**src/rtl/multiplier_16bit_if.sv**
```systemverilog
// ---------------------------------------------------------------------------
// multiplier_16bit_if
// Operand, product and capture signals of the 16x16 unsigned multiplier.
//   a, b    : 16-bit unsigned operands        (master -> slave)
//   en      : capture enable for o_q          (master -> slave)
//   o       : combinational product a*b       (slave -> master)
//   o_q     : registered product              (slave -> master)
//   o_valid : high the cycle after a capture  (slave -> master)
// ---------------------------------------------------------------------------
interface multiplier_16bit_if;
    logic [15:0] a;
    logic [15:0] b;
    logic        en;
    logic [31:0] o;
    logic [31:0] o_q;
    logic        o_valid;

    modport master (output a, b, en, input o, o_q, o_valid);
    modport slave  (input a, b, en, output o, o_q, o_valid);
endinterface

```
**src/rtl/multiplier_16bit.sv**
```systemverilog
// ---------------------------------------------------------------------------
// multiplier_16bit
// Unsigned 16x16 -> 32 array multiplier. The core is an AND partial-product
// array reduced by 15 rows of 16-bit ripple-carry adders, so bus.o follows
// a*b combinationally. A registered copy (o_q) with a one-cycle valid flag
// is captured on rising clk when en=1.
//   clk   : rising-edge clock for the registered path
//   rst_n : asynchronous active-low reset, clears o_q / o_valid only
//   bus   : multiplier_16bit_if.slave (a, b, en in; o, o_q, o_valid out)
// ---------------------------------------------------------------------------
module multiplier_16bit (
    input  logic               clk,
    input  logic               rst_n,
    multiplier_16bit_if.slave  bus
);
    // pp[i][j] = a[j] & b[i]
    logic [15:0][15:0] pp;
    // acc[r]: running sum entering row r, already shifted right by one
    logic [15:1][15:0] acc;
    logic [15:1][15:0] sum;
    // cy[r][c] is the carry into bit c of row r; cy[r][16] is the row carry-out
    logic [15:1][16:1] cy;
    logic [31:0]       prod;

    logic [31:0] prod_d, prod_q;
    logic        valid_d, valid_q;

    genvar i, r, c;
    generate
        for (i = 0; i < 16; i++) begin : g_pp
            assign pp[i] = bus.a & {16{bus.b[i]}};
        end

        for (r = 1; r < 16; r++) begin : g_row
            // The LSB of each row retires as a product bit, so the next row
            // sees the sum shifted down with the carry-out as its new MSB.
            if (r == 1) begin : g_first
                assign acc[r] = {1'b0, pp[0][15:1]};
            end else begin : g_next
                assign acc[r] = {cy[r-1][16], sum[r-1][15:1]};
            end

            for (c = 0; c < 16; c++) begin : g_col
                if (c == 0) begin : g_ha
                    mul_ha u_ha (
                        .x  (acc[r][c]),
                        .y  (pp[r][c]),
                        .s  (sum[r][c]),
                        .co (cy[r][c+1])
                    );
                end else begin : g_fa
                    mul_fa u_fa (
                        .x   (acc[r][c]),
                        .y   (pp[r][c]),
                        .cin (cy[r][c]),
                        .s   (sum[r][c]),
                        .co  (cy[r][c+1])
                    );
                end
            end

            assign prod[r] = sum[r][0];
        end
    endgenerate

    assign prod[0]      = pp[0][0];
    assign prod[31:16]  = {cy[15][16], sum[15][15:1]};
    assign bus.o        = prod;

    always_comb begin
        prod_d  = prod_q;
        valid_d = 1'b0;
        if (bus.en) begin
            prod_d  = prod;
            valid_d = 1'b1;
        end
    end

    always_ff @(posedge clk or negedge rst_n) begin
        if (!rst_n) begin
            prod_q  <= '0;
            valid_q <= 1'b0;
        end else begin
            prod_q  <= prod_d;
            valid_q <= valid_d;
        end
    end

    assign bus.o_q     = prod_q;
    assign bus.o_valid = valid_q;
endmodule

// Full-adder cell of the reduction array.
module mul_fa (
    input  logic x,
    input  logic y,
    input  logic cin,
    output logic s,
    output logic co
);
    assign s  = x ^ y ^ cin;
    assign co = (x & y) | (cin & (x ^ y));
endmodule

// Half-adder cell for bit 0 of each row (no carry-in).
module mul_ha (
    input  logic x,
    input  logic y,
    output logic s,
    output logic co
);
    assign s  = x ^ y;
    assign co = x & y;
endmodule

```
**src/flat_wrapper.sv**
```systemverilog
// flat-port wrapper written by rule: the top's interface ports become plain ports
module multiplier_16bit_flat 
  (clk, rst_n, bus_a, bus_b, bus_en, bus_o, bus_o_q, bus_o_valid);
  multiplier_16bit_if bus_i ();
  input  logic clk;
  input  logic rst_n;
  input wire logic [$bits(bus_i.a)-1:0] bus_a;
  input wire logic [$bits(bus_i.b)-1:0] bus_b;
  input wire logic [$bits(bus_i.en)-1:0] bus_en;
  output wire logic [$bits(bus_i.o)-1:0] bus_o;
  output wire logic [$bits(bus_i.o_q)-1:0] bus_o_q;
  output wire logic [$bits(bus_i.o_valid)-1:0] bus_o_valid;
  assign bus_i.a = bus_a;
  assign bus_i.b = bus_b;
  assign bus_i.en = bus_en;
  assign bus_o = bus_i.o;
  assign bus_o_q = bus_i.o_q;
  assign bus_o_valid = bus_i.o_valid;
  multiplier_16bit u_core (.clk(clk), .rst_n(rst_n), .bus(bus_i));
endmodule
```
**config.mk**
```make
export PLATFORM = sky130hd
export DESIGN_NAME = multiplier_16bit_flat
export DESIGN_NICKNAME = d
export VERILOG_FILES = /design/src/rtl/multiplier_16bit_if.sv /design/src/rtl/multiplier_16bit.sv /design/src/flat_wrapper.sv
export SDC_FILE = /design/constraint.sdc
export NUM_CORES = 1
export LEC_CHECK = 0
export BUFFER_PORTS_ARGS = -buffer_cell sky130_fd_sc_hd__buf_2
export CELL_PAD_IN_SITES_DETAIL_PLACEMENT = 0
export CELL_PAD_IN_SITES_GLOBAL_PLACEMENT = 2
export CORE_AREA = 2 2 153 155
export CTS_BUF_LIST = sky130_fd_sc_hd__clkbuf_4
export DETAILED_ROUTE_END_ITERATION = 12
export DIE_AREA = 0 0 155 157
export PLACE_DENSITY = 0.87
export SLEW_MARGIN = 20
export SYNTH_ARGS = -nofsm -noshare
export SYNTH_HDL_FRONTEND = slang
export SYNTH_SLANG_ARGS = --single-unit
```
**constraint.sdc**
```tcl
create_clock -name clk -period 24.7 [get_ports clk]
set_input_delay 2.47 -clock clk [delete_from_list [all_inputs] [get_ports clk]]
set_output_delay 2.47 -clock clk [all_outputs]
set_load 0.005 [all_outputs]
```
==> results.sh <==
export IMPL_gp_congestion=0.714
export IMPL_ant_nets=0
export IMPL_tns_ns=0
export IMPL_slew_viol_final=0
export IMPL_die_y_um=157
export IMPL_vias_per_cell=4.39
export IMPL_vias=4806
export IMPL_synth_area_um2=8220
export IMPL_grt_pass1_vias=5480
export IMPL_met3WireLength_um=357
export IMPL_ys_warn_count=0
export IMPL_initial_utilization_pct=36.5
export IMPL_min_path_cells=1
export IMPL_cpMostUsedCell="fa_2"
export IMPL_min_from="u_core.bus.o_q[6]"
export IMPL_worstMarginPinSlew_ns=1.02
export IMPL_cpPeakStageDelay_ns=0.58
export IMPL_overflow=0
export IMPL_synth_seq_cells=33
export IMPL_cts_made_buffers=5
export IMPL_hp_class="flop to flop"
export IMPL_syn_to_final_growth_pct=9.69
export IMPL_maxCapViolations=0
export IMPL_die_area_um2=24300
export IMPL_skew_ns=0
export IMPL_wl_per_cell_um=12.2
export IMPL_slew_headroom_pct=32.0
export IMPL_clk_latency_ns=0.36
export IMPL_h_tree_depth=2
export IMPL_finalWorstSetupSlack_ns=0.653
export IMPL_rows=55
export IMPL_max_freq_mhz=41.6
export IMPL_synth_cells=765
export IMPL_dp_slack_ns=-0.0446
export IMPL_grt_max_degree=46
export IMPL_ys_seq_area_share_pct=10.0
export IMPL_worstRegToRegCells=1
export IMPL_antenna_found_initial=3
export IMPL_dp_hpwl_um=12100
export IMPL_clk_path_buf_depth=2
export IMPL_clk_pin_slew_ns=0.10
export IMPL_finalCriticalPeriod_ns=24.05
export IMPL_critPathRequiredTime_ns=22.23
export IMPL_cts_root_buf="clkbuf_4"
export IMPL_drc=0
export IMPL_cp_arrival_ns=21.58
export IMPL_synth_net_count=1040
export IMPL_initialDrtViolationCount=109
export IMPL_pin_count=100
export IMPL_wl_met2_um=7320
export IMPL_crit_path_end_kind="primary output"
export IMPL_grt_pass1_wl_um=23800
export IMPL_dr_pass1_iters=4
export IMPL_cts_tree="built"
export IMPL_hold_buffers=0
export IMPL_r2r_start="u_core.bus.o_q[9]"
export IMPL_fin_nets=1083
export IMPL_utilization_pct=40.1
export IMPL_yosysUniqueCellTypes=16
export IMPL_critPathLaunch="bus_b[0]"
export IMPL_finalSetupViolations=0
export IMPL_syn_area_per_cell_um2=10.8
export IMPL_worstSetupStartpointType="input port"
export IMPL_finalHoldViolCount=0
export IMPL_finalCritPeriodShare_pct=97.4
export IMPL_portBuffers=99
export IMPL_crit_type="input port to primary output"
export IMPL_run_status="finished clean"
export IMPL_top_layer="met5"
export IMPL_met1Wirelength_um=5500
export IMPL_finalWirelength_um=13300
export IMPL_die_x_um=155
export IMPL_slowest_stage="fa_2"
export IMPL_grt_use_total_pct=11.8
export IMPL_critPathMaxFanout=2
export IMPL_drive_gt1_share_pct=32.8
export IMPL_coreArea_um2=22500
export IMPL_cts_sinks=33
per-stage QoR:
step | hold WS [ns] | cell area [um2] | instances
after floorplan | 0.505 | 8220 | 765
after global placement | 0.485 | 8680 | 1086
after detailed placement | 0.489 | 8680 | 1086
after CTS | 0.522 | 8740 | 1094
after global routing | 0.533 | 9020 | 1095
final | 0.518 | 9020 | 1095
flip-flops by register name, summed over array words and instances (netlist names):
signal	count
u_core.bus.o_q	32
u_core.bus.o_valid	1
synthesized netlist by cell type:
library cell  number  area [um2]
nor2_1            12        45.0
ha_1              16         200
mux2_4            15         225
buf_2             12        60.1
a21oi_1           12        60.1
nand2_1           69         259
clkbuf_1          15        56.3
buf_6              3        33.8
buf_4             31         233
and2_1           187        1170
dfrtp_1           33         826
inv_1            124         465
mux2_2             5        56.3
buf_12             1        20.0
fa_1             224        4480
clkbuf_2           6        30.0
cells in the final DEF, fill, tap and decap left out:
cell type,Yosys,routed
and2_1,187,187
fa_1,224,115
fa_2,0,109
inv_1,124,100
buf_2,12,98
nand2_1,69,69
dfrtp_1,33,33
inv_2,0,24
ha_1,16,16
mux2_4,15,15
nor2_1,12,12
a21oi_1,12,12
mux2_2,5,5
clkbuf_4,0,5
buf_4,31,4
clkinv_2,0,2
buf_6,3,2
diode_2,0,1
clkinvlp_4,0,1
layer usage:
layer / vias to the layer above / track usage [%]
li1: 2245 / -
met1: 2490 / 13.5
met2: 56 / 23.3
met3: 11 / 1.93
met4: 4 / 2.38
met5: - / 0
path summary, 6_finish.rpt:
kind                                           end  slack [ns]
min in group asynchronous       u_core.bus.o_q[17]        2.15
worst max register to register   u_core.bus.o_q[9]       23.93
worst min-delay path             u_core.bus.o_q[6]        0.52
max in group asynchronous        u_core.bus.o_q[7]       22.05
worst max-delay path                     bus_o[30]        0.65
worst min register to register   u_core.bus.o_q[6]        0.52
cells by family (layout without fill, tap and decap cells):
family          Yosys count  after routing  synth area share, %
simple gates            268            268                 17.9
fa+ha+maj               240            240                 57.0
buf+inv                 192            236                 10.9
flops                    33             33                 10.0
mux                      20             20                 3.42
compound gates           12             12                0.730
other cells               0              1                    0
area by class of cell:
cell class,count,area [um2]
fillers,2196,13500
multi-input cells,540,6770
flip-flops and latches,33,826
repair buffers,104,543
inverters,124,465
well taps,285,357
clock buffers,5,37.5
clock inverters,3,17.5
diodes,1,2.50
critical path: cells and delay by family:
family | cells | cell delay (ns)
AND/OR/NAND/NOR | 1 | 0.16
adder cells (fa/ha/maj) | 44 | 17.82
buffers and inverters | 16 | 1.08
timing repair:
action                     in CTS  in global routing
setup endpoints to repair       1                  3
buffers inserted                0                  0
gates resized for setup         1                135
pin swaps                       0                 85
Power is left out: the tool's default activity adds up to more than one toggle a clock period on the data nets, which glitch-free logic cannot reach.
